--- src/rtl/systolic_pkg.sv ---
// Shared definitions for the systolic array control slice: operation codes
// driven to the PE grid, mode encoding and the sequencer state encoding.
package systolic_pkg;

  localparam logic [2:0] OP_WS_FLOW  = 3'b000;
  localparam logic [2:0] OP_W_LOAD   = 3'b001;
  localparam logic [2:0] OP_OS_FLOW  = 3'b100;
  localparam logic [2:0] OP_OS_DRAIN = 3'b110;

  localparam logic MODE_OS = 1'b1;
  localparam logic MODE_WS = 1'b0;

  typedef enum logic [3:0] {
    IDLE,
    OS_STREAM,
    OS_SKEW,
    OS_WAIT,
    OS_STORE,
    WS_LOAD,
    WS_STREAM,
    WS_OUT,
    WS_DRAIN,
    DONE
  } state_t;

endpackage

--- src/rtl/phase_counter.sv ---
// Loadable down-counter shared by every sequencer phase. It is loaded with
// (phase length - 1) on phase entry and raises zero on the last phase cycle.
module phase_counter #(
  parameter int W = 10
) (
  input  logic         clk,
  input  logic         reset,
  input  logic         load,
  input  logic [W-1:0] load_val,
  output logic         zero
);

  logic [W-1:0] cnt;

  // Count down toward zero and park there; a load always wins.
  always_ff @(posedge clk) begin
    if (!reset) begin
      cnt <= '0;
    end else if (load) begin
      cnt <= load_val;
    end else if (cnt != '0) begin
      cnt <= cnt - 1'b1;
    end
  end

  assign zero = (cnt == '0);

endmodule

--- src/rtl/systolic_ctrl.sv ---
// Tile sequencer for systolic_system. A legal start latches one tile
// configuration and walks the OS or WS phase list; every output is a
// register loaded from the decode of the next state, so phase outputs
// appear the cycle after the edge that enters the phase.
// Handshake: start is a level request honoured only in IDLE; there is no
// ready/queueing, so a start seen in any other state is simply dropped.
module systolic_ctrl
  import systolic_pkg::*;
#(
  parameter int ARRAY_N    = 8,
  parameter int ARRAY_M    = 8,
  parameter int RAM_SIZE   = 256,
  parameter int ADDR_WIDTH = $clog2(RAM_SIZE),
  parameter int LEN_WIDTH  = 8
) (
  input  logic                       clk,
  input  logic                       reset,
  input  logic                       start,
  input  logic                       mode_in,
  input  logic [$clog2(ARRAY_N):0]   num_rows_in,
  input  logic [$clog2(ARRAY_M):0]   num_cols_in,
  input  logic [LEN_WIDTH-1:0]       len_in,
  input  logic [ADDR_WIDTH-1:0]      a_base_in,
  input  logic [ADDR_WIDTH-1:0]      w_base_in,
  input  logic [ADDR_WIDTH-1:0]      o_base_in,
  output logic                       busy,
  output logic                       done,
  output logic                       cfg_err,
  output logic                       mode,
  output logic                       a_buf_on,
  output logic                       w_buf_on,
  output logic [ADDR_WIDTH-1:0]      a_base_addr,
  output logic [ADDR_WIDTH-1:0]      w_base_addr,
  output logic [ADDR_WIDTH-1:0]      o_base_addr,
  output logic [$clog2(ARRAY_N):0]   a_num_rows,
  output logic [$clog2(ARRAY_M):0]   w_num_cols,
  output logic [2:0]                 operation_signal_in,
  output logic                       o_idx_gen_on,
  output logic                       o_ag_o_on,
  output logic                       o_drain,
  output logic [3:0]                 dbg_state
);

  localparam int PW = LEN_WIDTH + 2;

  state_t               state_q, state_d;
  logic [LEN_WIDTH-1:0] len_q;
  logic                 cnt_load, cnt_zero, cfg_ok, accept;
  logic [PW-1:0]        cnt_val;
  logic [PW-1:0]        r_x, c_x, k_x, n_x;
  logic [PW-1:0]        l_os_skew, l_os_wait, l_os_store;
  logic [PW-1:0]        l_ws_load, l_ws_out, l_ws_drain;
  logic                 busy_d, done_d, a_on_d, w_on_d, idx_d, ag_d, drain_d;
  logic [2:0]           op_d;

  assign cfg_ok = (num_rows_in != '0) && (num_cols_in != '0) && (len_in != '0) &&
                  (int'(num_rows_in) <= ARRAY_N) && (int'(num_cols_in) <= ARRAY_M);
  assign accept = (state_q == IDLE) && start && cfg_ok;

  // In IDLE the first phase length must come from the inputs being latched.
  assign r_x = PW'((state_q == IDLE) ? num_rows_in : a_num_rows);
  assign c_x = PW'((state_q == IDLE) ? num_cols_in : w_num_cols);
  assign k_x = PW'((state_q == IDLE) ? len_in : len_q);
  assign n_x = PW'(ARRAY_N);

  assign l_os_skew  = r_x + c_x - 1'b1;
  assign l_os_wait  = (r_x + 1'b1 >= n_x) ? '0 : n_x - r_x - 1'b1;
  assign l_os_store = r_x + 1'b1;
  assign l_ws_load  = c_x + 1'b1;
  assign l_ws_out   = k_x + c_x - 1'b1;
  assign l_ws_drain = k_x + 1'b1;

  phase_counter #(.W(PW)) u_cnt (
    .clk      (clk),
    .reset    (reset),
    .load     (cnt_load),
    .load_val (cnt_val),
    .zero     (cnt_zero)
  );

  // State register.
  always_ff @(posedge clk) begin
    if (!reset) state_q <= IDLE;
    else        state_q <= state_d;
  end

  // Next state and counter load; only OS_WAIT can have zero length.
  always_comb begin
    state_d  = state_q;
    cnt_load = 1'b0;
    cnt_val  = '0;
    case (state_q)
      IDLE: if (accept) begin
        cnt_load = 1'b1;
        if (mode_in == MODE_OS) begin
          state_d = OS_STREAM;
          cnt_val = k_x - 1'b1;
        end else begin
          state_d = WS_LOAD;
          cnt_val = l_ws_load - 1'b1;
        end
      end
      OS_STREAM: if (cnt_zero) begin
        state_d = OS_SKEW; cnt_load = 1'b1; cnt_val = l_os_skew - 1'b1;
      end
      OS_SKEW: if (cnt_zero) begin
        cnt_load = 1'b1;
        if (l_os_wait != '0) begin
          state_d = OS_WAIT; cnt_val = l_os_wait - 1'b1;
        end else begin
          state_d = OS_STORE; cnt_val = l_os_store - 1'b1;
        end
      end
      OS_WAIT: if (cnt_zero) begin
        state_d = OS_STORE; cnt_load = 1'b1; cnt_val = l_os_store - 1'b1;
      end
      OS_STORE:  if (cnt_zero) state_d = DONE;
      WS_LOAD: if (cnt_zero) begin
        state_d = WS_STREAM; cnt_load = 1'b1; cnt_val = k_x - 1'b1;
      end
      WS_STREAM: if (cnt_zero) begin
        state_d = WS_OUT; cnt_load = 1'b1; cnt_val = l_ws_out - 1'b1;
      end
      WS_OUT: if (cnt_zero) begin
        state_d = WS_DRAIN; cnt_load = 1'b1; cnt_val = l_ws_drain - 1'b1;
      end
      WS_DRAIN:  if (cnt_zero) state_d = DONE;
      DONE:      state_d = IDLE;
      default:   state_d = IDLE;
    endcase
  end

  // Output decode of the state being entered, registered below.
  always_comb begin
    busy_d  = 1'b0;
    done_d  = 1'b0;
    a_on_d  = 1'b0;
    w_on_d  = 1'b0;
    idx_d   = 1'b0;
    ag_d    = 1'b0;
    drain_d = 1'b0;
    op_d    = OP_WS_FLOW;
    case (state_d)
      OS_STREAM: begin busy_d = 1'b1; a_on_d = 1'b1; w_on_d = 1'b1; op_d = OP_OS_FLOW; end
      OS_SKEW:   begin busy_d = 1'b1; op_d = OP_OS_FLOW; end
      OS_WAIT:   begin busy_d = 1'b1; op_d = OP_OS_DRAIN; end
      OS_STORE:  begin busy_d = 1'b1; op_d = OP_OS_DRAIN; ag_d = 1'b1; end
      WS_LOAD:   begin busy_d = 1'b1; w_on_d = 1'b1; op_d = OP_W_LOAD; end
      WS_STREAM: begin busy_d = 1'b1; a_on_d = 1'b1; end
      WS_OUT:    begin busy_d = 1'b1; idx_d = 1'b1; end
      WS_DRAIN:  begin busy_d = 1'b1; drain_d = 1'b1; ag_d = 1'b1; end
      DONE:      done_d = 1'b1;
      default:   ;
    endcase
  end

  // Output registers plus the configuration latch taken on an accepted start.
  always_ff @(posedge clk) begin
    if (!reset) begin
      busy <= 1'b0; done <= 1'b0; cfg_err <= 1'b0;
      a_buf_on <= 1'b0; w_buf_on <= 1'b0; operation_signal_in <= OP_WS_FLOW;
      o_idx_gen_on <= 1'b0; o_ag_o_on <= 1'b0; o_drain <= 1'b0;
      mode <= 1'b0; a_num_rows <= '0; w_num_cols <= '0; len_q <= '0;
      a_base_addr <= '0; w_base_addr <= '0; o_base_addr <= '0;
    end else begin
      busy <= busy_d; done <= done_d;
      cfg_err <= (state_q == IDLE) && start && !cfg_ok;
      a_buf_on <= a_on_d; w_buf_on <= w_on_d; operation_signal_in <= op_d;
      o_idx_gen_on <= idx_d; o_ag_o_on <= ag_d; o_drain <= drain_d;
      if (accept) begin
        mode <= mode_in; a_num_rows <= num_rows_in; w_num_cols <= num_cols_in;
        len_q <= len_in;
        a_base_addr <= a_base_in; w_base_addr <= w_base_in; o_base_addr <= o_base_in;
      end
    end
  end

  assign dbg_state = state_q;

endmodule
--- config.mk ---
export PLATFORM = sky130hd
export DESIGN_NAME = systolic_ctrl
export DESIGN_NICKNAME = d
export VERILOG_FILES = /design/src/rtl/systolic_pkg.sv /design/src/rtl/phase_counter.sv /design/src/rtl/systolic_ctrl.sv
export SDC_FILE = /design/constraint.sdc
export NUM_CORES = 1
export LEC_CHECK = 0
export BUFFER_PORTS_ARGS = -buffer_cell sky130_fd_sc_hd__buf_4
export CAP_MARGIN = 40
export CORE_ASPECT_RATIO = 1.1
export CORE_UTILIZATION = 35
export DETAILED_ROUTE_END_ITERATION = 10
export HOLD_SLACK_MARGIN = 0.03
export MAX_ROUTING_LAYER = met4
export SLEW_MARGIN = 20
export SYNTH_ARGS = -nofsm -noshare
export SYNTH_HDL_FRONTEND = slang
export SYNTH_SLANG_ARGS = --single-unit
--- constraint.sdc ---
create_clock -name clk -period 9 [get_ports clk]
set_input_delay 0.9 -clock clk [delete_from_list [all_inputs] [get_ports clk]]
set_output_delay 0.9 -clock clk [all_outputs]
set_load 0.005 [all_outputs]
Yosys cells after proc, flatten, opt, wreduce, memory -nomap -nowiden
Index checks and enable logic that the tools add are counted.

word-level totals
  word-level logic and storage cells = 117
  bits in registers = 66
  output and inout bits = 48

operators by class
  reductions and logical operators = 24
  mux-type cells = 38
  $lt $le $gt $ge = 3
  equal/unequal tests = 17
  add/subtract/negate cells = 17

operators by type and width
  cell                   count
  $mux 10                12
  $pmux 10 s7            1
  $mux 4                 10
  $eq 4x3->1 const B     8
  $pmux 4 s8             1
  $sub 10x1->10 const B  3
  $reduce_bool 10->1     2
  $sub 9x1->10 const B   2
  $sub 5x1->6 const B    3
  $eq 4x2->1 const B     4
  $eq 4x4->1 const B     3
  $reduce_or 2->1        6
  $add 4x1->5 const B    2
  $ge 10x4->1 const B    1
  $logic_not 10->1       1
  $add 8x1->9 const B    1
  $add 8x4->9            1
  $mux 1                 9
  $pmux 3 s3             1
  $sub 8x1->9 const B    1
  $eq 4x1->1 const B     2
  $le 4x4->1 const B     2
  $mux 8                 1
  $reduce_bool 4->1      2
  other kinds (13)       20

Logic depth before layout (Yosys ltp)
Gate-level depths: netlist (run 1).

  word-level depth = 12
  depth in mapped cells = 19
  gate-level depth less buffers = 15

By module
A second synthesis (run 1) with hierarchy kept.

unflattened totals
  cells, all modules = 589
  area total of the unflattened synthesis = 4677.0 um^2

modules (own cells, without submodules)
  module         times used  area an instance (um^2)  cells each
  systolic_ctrl  1           4103.9                   524
  phase_counter  1           573.0                    65

Worst setup path before layout (run 1)
Ideal clock, no wire load.

  kind = flip-flop to flip-flop
  start = register state_q[2], in the netlist dbg_state[2]
  end = register busy
  library setup time = 120 ps
  stages on the path, launching flop included = 20
  data required time = 8880 ps
  slack = 4758 ps
  data arrival time = 4122 ps
  clock period less this slack = 4242 ps
  cells stage by stage = dfxtp_1 -> buf_6 -> nor4_4 -> buf_2 -> buf_2 -> mux2i_1 -> inv_1 -> ha_1 -> clkbuf_1 -> or2_2 -> o21ai_0 -> nand2_1 -> ha_1 -> o21ai_0 -> mux2i_1 -> o21ai_2 -> a2111o_2 -> nor2b_4 -> a211oi_1 -> or2_1

between the ends
  longest elaborated chain between the ends = 12
  elaborated cells on any way between the ends = 39

ends and longest elaborated chain
  what                                        RTL line                                                       RTL
  start: declaration                          systolic_ctrl.sv:46                                            state_t state_q, state_d;
  start signal: assignment                    systolic_ctrl.sv:84                                            else state_q <= state_d;
  $logic_not 4->1                             systolic_ctrl.sv:58, systolic_ctrl.sv:61, systolic_ctrl.sv:92
  $mux 4                                      systolic_ctrl.sv:61                                            assign r_x = PW'((state_q == IDLE) ? num_rows_in : a_num_rows);
  $add 4x1->5 or $sub 4x4->5 (tied branches)  systolic_ctrl.sv:67                                            assign l_os_wait = (r_x + 1'b1 >= n_x) ? '0 : n_x - r_x - 1'b1;
  $ge 10x4->1 or $sub 5x2->6 (tied branches)  systolic_ctrl.sv:67
  $mux 10                                     systolic_ctrl.sv:67
  $reduce_bool 10->1                          systolic_ctrl.sv:108                                           if (l_os_wait != '0) begin
  $mux 3                                      systolic_ctrl.sv:108
  $mux 4                                      systolic_ctrl.sv:106                                           OS_SKEW: if (cnt_zero) begin
  $pmux 4 s8 (*)                              systolic_ctrl.sv:92                                            case (state_q)
  $eq 4x3->1 (tied with other cells)          systolic_ctrl.sv:143                                           case (state_d)
  $reduce_or 8->1 (no line) (*)               n/a
  $mux 1 (*)                                  systolic_ctrl.sv:143
  end signal: assignment                      systolic_ctrl.sv:166                                           busy <= busy_d; done <= done_d;
  end: declaration                            systolic_ctrl.sv:26                                            output logic busy,

Every way passes the cells marked *; elsewhere a longest branch is shown, timed or not.
A chain may end at the register's enable or synchronous reset.

Final worst setup path (run 1)
  start = register state_q[0], in the netlist dbg_state[0]
  end = register busy

The elaborated chain is that of the path after synthesis.

==> results of run 1 <==
## kinds of logic after synthesis
family	after synthesis
AND/OR/NAND/NOR	238
XOR/XNOR	23
flip-flops	66
adder cells (fa/ha/maj)	30
multiplexers	30
buffers and inverters	62
AO/OA/AOI/OAI	148
## synth_stat cells, types with 2 or more instances
library cell / count / area share
o31ai_1: 5 / 0.0083
o211ai_1: 2 / 0.0033
nor3b_2: 2 / 0.0055
nor4bb_1: 2 / 0.0044
nand4_1: 4 / 0.0055
a211oi_1: 8 / 0.013
clkbuf_1: 22 / 0.018
dfxtp_1: 66 / 0.29
a41oi_1: 2 / 0.0039
o22ai_1: 2 / 0.0028
o32ai_1: 3 / 0.0058
o221ai_1: 2 / 0.0039
nor3_2: 2 / 0.0044
or4_1: 5 / 0.0083
a21oi_1: 63 / 0.070
buf_6: 2 / 0.0050
nand3_1: 9 / 0.010
nor2_1: 37 / 0.031
inv_1: 33 / 0.027
nand4b_1: 2 / 0.0039
nor3b_1: 6 / 0.010
a31oi_1: 9 / 0.012
nor3_1: 15 / 0.017
a21o_1: 7 / 0.012
or2_2: 3 / 0.0042
nand2b_1: 4 / 0.0055
ha_1: 28 / 0.078
mux2i_1: 29 / 0.064
buf_2: 5 / 0.0055
fa_1: 2 / 0.0089
nor2b_1: 4 / 0.0055
xor2_1: 8 / 0.016
and3b_1: 2 / 0.0039
nand2_1: 124 / 0.10
a22oi_1: 2 / 0.0033
xnor2_1: 15 / 0.029
and3_1: 5 / 0.0069
o21ai_0: 30 / 0.033
## worst paths after layout
kind | to | slack, ns | cells after the start
hold / removal | o_base_addr[1] | 0.45 | 2
setup reg to reg | busy | 4.67 | 16
setup / recovery | busy | 4.67 | 16
hold reg to reg | o_base_addr[1] | 0.45 | 2
## area by class of cell
cell class | instances | area, um2 | area share
multi-input combinational | 469 | 2940 | 0.528
sequential | 66 | 1320 | 0.237
timing repair buffer | 96 | 718 | 0.129
clock buffer | 10 | 229 | 0.0411
tap | 157 | 196 | 0.0352
inverter | 33 | 124 | 0.0222
clock inverter | 6 | 42.5 | 0.00763
## power groups by stage
stage	Combinational [mW]	Clock, mW	Sequential, mW
3_3_place_gp	0.662	0	0.372
4_1_cts	0.679	0.328	0.367
5_1_grt	0.755	0.338	0.373
6_report	0.681	0.320	0.367
3_5_place_dp	0.674	0	0.373
2_1_floorplan	0.505	0	0.362
## worst register-to-register path: stages, from the launching register on
cell and delay (ns):
dfxtp_1 0.48, nor4_4 0.33, buf_4 0.39, mux2i_1 0.20
inv_1 0.14, ha_1 0.38, or2_2 0.19, o21ai_0 0.13
nand2_1 0.11, ha_1 0.25, o21ai_0 0.12, mux2i_1 0.40
o21ai_2 0.14, a2111o_2 0.51, nor2b_4 0.18, a211oi_1 0.08
or2_1 0.22
## registers in the layout, indices dropped and copies added (netlist names)
name / flops
u_cnt.cnt: 10
a_base_addr: 8
len_q: 8
o_base_addr: 8
w_base_addr: 8
a_num_rows: 4
dbg_state: 4
w_num_cols: 4
operation_signal_in: 3
a_buf_on: 1
busy: 1
cfg_err: 1
done: 1
mode: 1
o_ag_o_on: 1
o_drain: 1
o_idx_gen_on: 1
w_buf_on: 1
## metal layers
metal,share of wire,up-vias,global-route usage
met5,0,-,-
met4,0.042,0,0.128
met3,0.051,39,0.0532
met2,0.46,145,0.340
met1,0.45,2101,0.278
li1,-,2244,-
==> out/results.tsv, run 1 <==
metric	value	unit
leakage power figure	2.42	nW
clk buf depth	2	
root buffer cell	clkbuf_16	
dpl cell area	5300	um2
CTS buffer count	9	
Placement Rows	43	
post-layout util	0.443	
register area share after synthesis	0.293	
largest net degree at the start of global routing	50	
fmax	0.231	GHz
Syn Inst Count	597	
filler instances	1311	
Vias	4529	
final worst slack	4.67	ns
yosys warns	0	
XOR/XNOR Fraction of Synth Area	0.0446	
share of layout cells above drive strength 1	0.187	
chip width	110	um
Placeable Area	12600	um2
transition time of the tightest slew-check pin	0.656	ns
Post-synth ARST share	0	
mux contribution to synthesized area	0.0677	
Slew Viols, Final	0	
Initial DRC Count	202	
CP Class	reg -> reg	
Reg clk slew, reported paths	0.06	ns
worst-path cell chain	nor4_4, buf_4, mux2i_1, inv_1, ha_1, or2_2, o21ai_0, nand2_1, ha_1, o21ai_0, mux2i_1, o21ai_2, a2111o_2, nor2b_4, a211oi_1, or2_1	
Synthesized Nets	671	
final non-filler cell area	5570	um2
peak supply drop	0.138	mV
Total Routing Usage GR	0.227	
synth unique cells	64	
drt wl/cell	16.7	um
minimum hold slack	0.454	ns
syn avg cell area	7.56	um2
post-route ant nets	0	
Synth Register Bits	66	
max-cap violations	0	
Rel. slew slack	0.550	
CP top delay family	simple AND/OR/NAND/NOR gates	
Power Density	246	nW/um2
Resized Gates After CTS	0	
pre-CTS setup slack	4.68	ns
PnR Total Power	1.37	mW
Adder-Cell Fraction of Synth Area	0.0865	
Buf+Inv Stages, Crit Path	2	
post-DR vias/cell	5.41	
setup TNS	0	ns
Die H	121	um
Compound-Gate Fraction of Synth Area	0.199	
main flop type after synthesis	dfxtp_1	
Hold Crit Class	reg -> reg	
Int Pwr	0.802	mW
Post-synth EDFFs	0	
area added between synthesis and finish	23.5	%
initial antenna violation count	0	
largest family of logic cells by synthesized area	simple AND/OR/NAND/NOR gates	
GP Congestion	0.940	
worst-path fanout max	26	
nets	749	
Post-Synth Simple-Gate Area	0.253	
Post-CTS Setup Bufs	0	
Worst path max stage delay	0.51	ns
sw frac	0.414	
Post-CTS Hold Buffers	0	
Final setup violation count	0	
die area	13300	um2
TritonRoute pass-1 iters	5	
RSZ-0062 raised after global routing	no	
Final Hold Fails	0	
Starting Density	0.358	
commonest non-fill, non-tap cell in the layout	nand2_1	
WP data required	9.23	ns
R2R Path Start	dbg_state[0]	
I/O pin count	92	
PortBufs	91	
Syn Std Cell Area	4510	um2
WL final	14000	um
vias in the first global route	4423	
Tmin final	4.33	ns
H-tree Lvls	3	
P_sw	0.566	mW
Final Cycle Share	0.482	
CTS tree	done	
clk_lat worst skew	0.34	ns
Setup crit end kind	flip-flop	
Reg power frac	0.269	
final non-filler cell total	837	
global-route wire length before repair	22300	um
Residual DRC	0	
Max stage delay cell, worst path	a2111o_2	
startpoint types	flip-flop	
Placed Instances	821	
Critical Path Source	dbg_state[0]	
Post-DP HPWL	10600	um
gr ovfl total	0	
commonest non-fill, non-tap cells in the layout	nand2_1, buf_4, dfxtp_1	
hold path start	o_base_addr[1]	
clk_skew	0.00531	ns
Clk pwr share	0.234	
Combinational Power Share	0.497	
antenna cells	0	
clock sink total	66	
WP data arrival	4.57	ns
outcome	completed	
Note: power is estimated with default switching activity, not from simulation.
==> run 2: changes to the inputs <==
==> constraint.sdc (replaced) <==
create_clock -name clk -period 3.71 [get_ports clk]
set_input_delay 0.371 -clock clk [delete_from_list [all_inputs] [get_ports clk]]
set_output_delay 0.371 -clock clk [all_outputs]
set_load 0.005 [all_outputs]
==> run 2 against run 1 <==
Compared with the run above: sequential share of layout area shrank 1.6 points; via count increased by 3.8%; non-clock buffer count is 31 higher; highest routed layer unchanged; hold slack got worse by 0.18 ns; critical endpoint is now u_cnt.cnt[8]; core utilization increased by 3.3 points; global-route usage is 0.50 points higher.
==> out/results.tsv, run 2 (synthesis gave the netlist of run 1 again) <==
metric	value	unit	change
outcome	completed		unchanged
CTS buffer count	9		unchanged
clk buf depth	2		unchanged
Die H	121	um	unchanged
Initial DRC Count	275		was 202
Tmin final	3.58	ns	was 4.33 ns
Slew Viols, Final	0		unchanged
leakage power figure	2.60	nW	was 2.42 nW
H-tree Lvls	3		unchanged
Total Routing Usage GR	0.232		was 0.227
Reg clk slew, reported paths	0.06	ns	about the same
P_sw	1.47	mW	was 0.566 mW
share of layout cells above drive strength 1	0.252		was 0.187
drt wl/cell	16.9	um	was 16.7 um
root buffer cell	clkbuf_16		unchanged
CTS tree	done		unchanged
clk_skew	0.0102	ns	was 0.00531 ns
post-DR vias/cell	5.42		was 5.41
largest net degree at the start of global routing	48		was 50
WL final	14700	um	was 14000 um
initial antenna violation count	0		unchanged
Clk pwr share	0.237		was 0.234
transition time of the tightest slew-check pin	0.664	ns	was 0.656 ns
clock sink total	66		unchanged
Final Cycle Share	0.965		was 0.482
PortBufs	91		unchanged
commonest non-fill, non-tap cells in the layout	nand2_1, buf_4, dfxtp_1		unchanged
worst-path fanout max	4		was 26
TritonRoute pass-1 iters	4		was 5
WP data arrival	3.81	ns	was 4.57 ns
global-route wire length before repair	22900	um	was 22300 um
Post-DP HPWL	11100	um	was 10600 um
Hold Crit Class	in -> reg		was reg -> reg
Largest Register	u_cnt.cnt		unchanged
Placeable Area	12600	um2	unchanged
setup TNS	0	ns	unchanged
Combinational Power Share	0.525		was 0.497
final non-filler cell area	5990	um2	was 5570 um2
Final Hold Fails	0		unchanged
max-cap violations	0		unchanged
startpoint types	flip-flop		unchanged
sw frac	0.399		was 0.414
max reg flops	10		unchanged
GP Congestion	0.921		was 0.940
clk_lat worst skew	0.34	ns	about the same
footprint of the multi-input gates	3050	um2	was 2940 um2
CP Class	reg -> reg		unchanged
vias in the first global route	4692		was 4423
die area	13300	um2	unchanged
filler instances	1279		was 1311
Rel. slew slack	0.554		was 0.550
sequential cell area	1330	um2	was 1320 um2
Placement Rows	43		unchanged
dpl cell area	5540	um2	was 5300 um2
Starting Density	0.358		unchanged
Post-CTS Hold Buffers	0		unchanged
final worst slack	0.129	ns	was 4.67 ns
Vias	4703		was 4529
Final setup violation count	0		unchanged
gr ovfl total	0		unchanged
WP data required	3.93	ns	was 9.23 ns
Reg power frac	0.237		was 0.269
fmax	0.279	GHz	was 0.231 GHz
Setup crit end kind	flip-flop		unchanged
post-route ant nets	0		unchanged
Int Pwr	2.22	mW	was 0.802 mW
I/O pin count	92		unchanged
area added between synthesis and finish	32.8	%	was 23.5%
Power Density	617	nW/um2	was 246 nW/um2
nets	780		was 749
pre-CTS setup slack	-0.0238	ns	was 4.68 ns
antenna cells	0		unchanged
Residual DRC	0		unchanged
chip width	110	um	unchanged
peak supply drop	0.309	mV	was 0.138 mV
[run 2: per-layer routing]
| metal | GRT usage | up-vias | wire length (um) |
|---|---|---|---|
| met3 | 0.0526 | 38 | 982 |
| li1 | - | 2303 | - |
| met1 | 0.280 | 2177 | 6330 |
| met5 | - | - | 0 |
| met4 | 0.112 | 0 | 510 |
| met2 | 0.362 | 185 | 6890 |
[run 2: final cells by class]
type	count	area share
clock buffers	11	0.0422
repair buffers	127	0.164
flip-flops and latches	66	0.221
well taps	157	0.0328
inverters	33	0.0207
clock inverters	5	0.0100
multi-input cells	469	0.509
[run 2: final timing paths]
check / start / to / slack (ns) / cells after the start
hold / removal: o_base_in[3] / o_base_addr[3] / 0.27 / 3
hold reg to reg: a_base_addr[2] / a_base_addr[2] / 0.45 / 2
setup reg to reg: dbg_state[0] / u_cnt.cnt[8] / 0.13 / 14
setup / recovery: dbg_state[0] / u_cnt.cnt[8] / 0.13 / 14
[run 2: repair_timing]
| item | in CTS | in global routing |
|---|---|---|
| setup buffers | 1 | 3 |
| setup endpoints to repair | 3 | 9 |
| pin swaps | 1 | 3 |
| cloned | 0 | 1 |
| gates resized for setup | 3 | 15 |
[run 2: critical path: stages (launching register included)]
cell and delay (ns):
dfxtp_4 0.35, nor4_4 0.41, buf_4 0.21, mux2i_4 0.29, ha_1 0.18, inv_1 0.04, ha_1 0.20, fa_1 0.45
xor2_2 0.19, nor3b_2 0.09, a31oi_1 0.26, a211oi_2 0.13, a311oi_2 0.34, a21boi_2 0.23, a31oi_1 0.09
[run 2: power by group through the flow]
stage	combinational [mW]	sequential, mW	clock [mW]
final	1.94	0.878	0.877
after global routing	2.15	0.892	0.925
after CTS	1.83	0.878	0.899
after detailed placement	1.81	0.892	0
after global placement	1.77	0.887	0
after floorplan	1.26	0.879	0
[run 2: per-stage QoR]
stage	cells	utilization	hold WS (ns)	power, mW
2_1_floorplan	597	-	0.436	2.14
3_3_place_gp	846	0.440	0.443	2.65
3_5_place_dp	847	0.440	0.446	2.70
4_1_cts	864	0.467	0.261	3.61
5_1_grt	868	0.476	0.269	3.97
6_report	868	0.476	0.271	3.70
==> run 3: changes to the inputs <==
--- a/config.mk
+++ b/config.mk
@@ -8,10 +8,12 @@
 export BUFFER_PORTS_ARGS = -buffer_cell sky130_fd_sc_hd__buf_4
 export CAP_MARGIN = 40
 export CORE_ASPECT_RATIO = 1.1
+export CORE_MARGIN = 2
 export CORE_UTILIZATION = 35
 export DETAILED_ROUTE_END_ITERATION = 10
-export HOLD_SLACK_MARGIN = 0.03
+export HOLD_SLACK_MARGIN = 0.12
 export MAX_ROUTING_LAYER = met4
+export PLACE_DENSITY = 0.69
 export SLEW_MARGIN = 20
 export SYNTH_ARGS = -nofsm -noshare
 export SYNTH_HDL_FRONTEND = slang
==> run 3 against run 2 <==
Compared with the run above: fmax increased by 0.48%; final cell count is the same; register-to-register slack improved by 0.02 ns; critical path depth fell by 1; via count decreased by 1.3%; first-iteration DRC count shrank 4.4%; final area down 0.98%; sequential share of layout area increased by 0.22 points; clock-buffer cell count did not move; routed wire length down 3.9%; core utilization fell by 0.47 points; sequential power is 0.5% lower.
==> out/results.tsv, run 3 (synthesis gave the netlist of run 1 again) <==
metric	value	unit	change
Placed Instances	844		was 847
Setup crit end kind	flip-flop		unchanged
WP data required	3.98	ns	was 3.93 ns
pre-CTS setup slack	0.0147	ns	was -0.0238 ns
initial antenna violation count	0		unchanged
Reg-to-Reg End	u_cnt.cnt[9]		was u_cnt.cnt[8]
setup TNS	0	ns	unchanged
minimum hold slack	0.269	ns	was 0.271 ns
Final setup violation count	0		unchanged
Post-DP HPWL	10800	um	was 11100 um
dpl cell area	5510	um2	was 5540 um2
TritonRoute pass-1 iters	6		was 4
Power Density	617	nW/um2	about the same
Final Hold Fails	0		unchanged
FF-to-FF setup slack	0.15	ns	was 0.13 ns
Die H	123	um	was 121 um
Total Routing Usage GR	0.212		was 0.232
final worst slack	0.145	ns	was 0.129 ns
global-route wire length before repair	22700	um	was 22900 um
CTS tree	done		unchanged
PortBufs	91		unchanged
WP data arrival	3.84	ns	was 3.81 ns
outcome	completed		unchanged
Residual DRC	0		unchanged
Worst Setup EP	u_cnt.cnt[9]		was u_cnt.cnt[8]
GP Congestion	0.949		was 0.921
area added between synthesis and finish	31.5	%	was 32.8%
nets	780		unchanged
Critical Path Source	dbg_state[0]		unchanged
post-DR vias/cell	5.35		was 5.42
Initial DRC Count	263		was 275
clk buf depth	2		unchanged
max-cap violations	0		unchanged
Vias	4644		was 4703
Final Cycle Share	0.961		was 0.965
Tmin final	3.56	ns	was 3.58 ns
share of layout cells above drive strength 1	0.239		was 0.252
Reg clk slew, reported paths	0.06	ns	about the same
clock sink total	66		unchanged
Largest Register	u_cnt.cnt		unchanged
R2R depth	13		was 14
antenna cells	0		unchanged
vias in the first global route	4584		was 4692
leakage power figure	2.60	nW	about the same
drt wl/cell	16.3	um	was 16.9 um
startpoint types	flip-flop		unchanged
Crit path top cell by count	ha_1		
die area	13800	um2	was 13300 um2
chip width	112	um	was 110 um
I/O pin count	92		unchanged
Max stage delay cell, worst path	or4_1		was fa_1
CP Class	reg -> reg		unchanged
worst-path cell chain	nor4_4, buf_6, mux2i_1, buf_4, inv_1, ha_1, ha_1, fa_1, a21o_1, a21oi_1, o311ai_0, or4_1, a31oi_1		was nor4_4, buf_4, mux2i_4, ha_1, inv_1, ha_1, fa_1, xor2_2, nor3b_2, a31oi_1, a211oi_2, a311oi_2, a21boi_2, a31oi_1
CTS buffer count	9		unchanged
root buffer cell	clkbuf_16		unchanged
final non-filler cell total	868		unchanged
Hold Crit Class	in -> reg		unchanged
Starting Density	0.358		unchanged
Placement Rows	43		unchanged
transition time of the tightest slew-check pin	0.646	ns	was 0.664 ns
post-layout util	0.471		was 0.476
largest net degree at the start of global routing	48		unchanged
max reg flops	10		unchanged
Post-CTS Hold Buffers	0		unchanged
gr ovfl total	0		unchanged
RSZ-0062 raised after global routing	no		
commonest non-fill, non-tap cells in the layout	nand2_1, buf_4, dfxtp_1		unchanged
H-tree Lvls	3		unchanged
Worst path max stage delay	0.52	ns	was 0.45 ns
fmax	0.281	GHz	was 0.279 GHz
Rel. slew slack	0.566		was 0.554
WL final	14100	um	was 14700 um
Placeable Area	12600	um2	unchanged
R2R Path Start	dbg_state[0]		unchanged
worst-path fanout max	10		was 4
final non-filler cell area	5930	um2	was 5990 um2
peak supply drop	0.319	mV	was 0.309 mV
Slew Viols, Final	0		unchanged
PnR Total Power	3.66	mW	was 3.70 mW
post-route ant nets	0		unchanged
clk_skew	0.00843	ns	was 0.0102 ns
clk_lat worst skew	0.35	ns	was 0.34 ns
==> run 3: cell types whose count changed in the layout (fill, tap and decap cells not counted), moves of 2 or more <==
| cell | delta |
|---|---|
| a21oi_1 | +2 |
| a21oi_2 | -2 |
| mux2i_1 | +2 |
| nor3b_1 | +2 |
| nor3b_2 | -2 |
==> run 3: timing repair <==
action                                  in CTS  in global routing
buffers inserted                             0                  7
gates resized for setup                      0                  7
endpoints found under the setup margin       0                 14
==> run 3: worst min path at each step <==
| stage | slack [ns] | cells past startpoint | end | start |
|---|---|---|---|---|
| 6_report | 0.27 | 3 | o_base_addr[5] | o_base_in[5] |
| 2_1_floorplan | 0.44 | 2 | len_q[5] | len_q[5] |
| 5_1_grt | 0.27 | 3 | a_base_addr[5] | a_base_in[5] |
| 3_3_place_gp | 0.44 | 2 | len_q[5] | len_q[5] |
| 4_1_cts | 0.26 | 3 | o_base_addr[5] | o_base_in[5] |
| 3_5_place_dp | 0.45 | 2 | o_base_addr[5] | o_base_addr[5] |
==> run 3: where the power goes <==
part | total [mW] | internal, mW | switching (mW)
combinational | 1.88 | 0.836 | 1.04
clock | 0.913 | 0.580 | 0.333
sequential | 0.874 | 0.800 | 0.0748
==> run 3: per-layer routing <==
metal	global-route usage	up-vias	wire length, um
met5	-	-	0
met3	0.0417	25	892
met2	0.350	157	6710
met4	0.0762	0	369
li1	-	2307	-
met1	0.260	2155	6160
==> run 3: worst max-delay path, delay by kind of cell, from the launching register on <==
family          cells  cell delay, ns
compound gates      4            0.77
fa+ha+maj           3            0.85
buf+inv             3            0.39
mux                 1            0.27
flops               1            0.35
simple gates        2            0.86
==> run 3: layout make-up <==
cell class	count	area [um2]
inverter	33	124
fill	1275	6660
clock buffer	11	264
sequential	66	1330
multi-input combinational	469	3000
timing repair buffer	127	962
tap	157	196
clock inverter	5	58.8
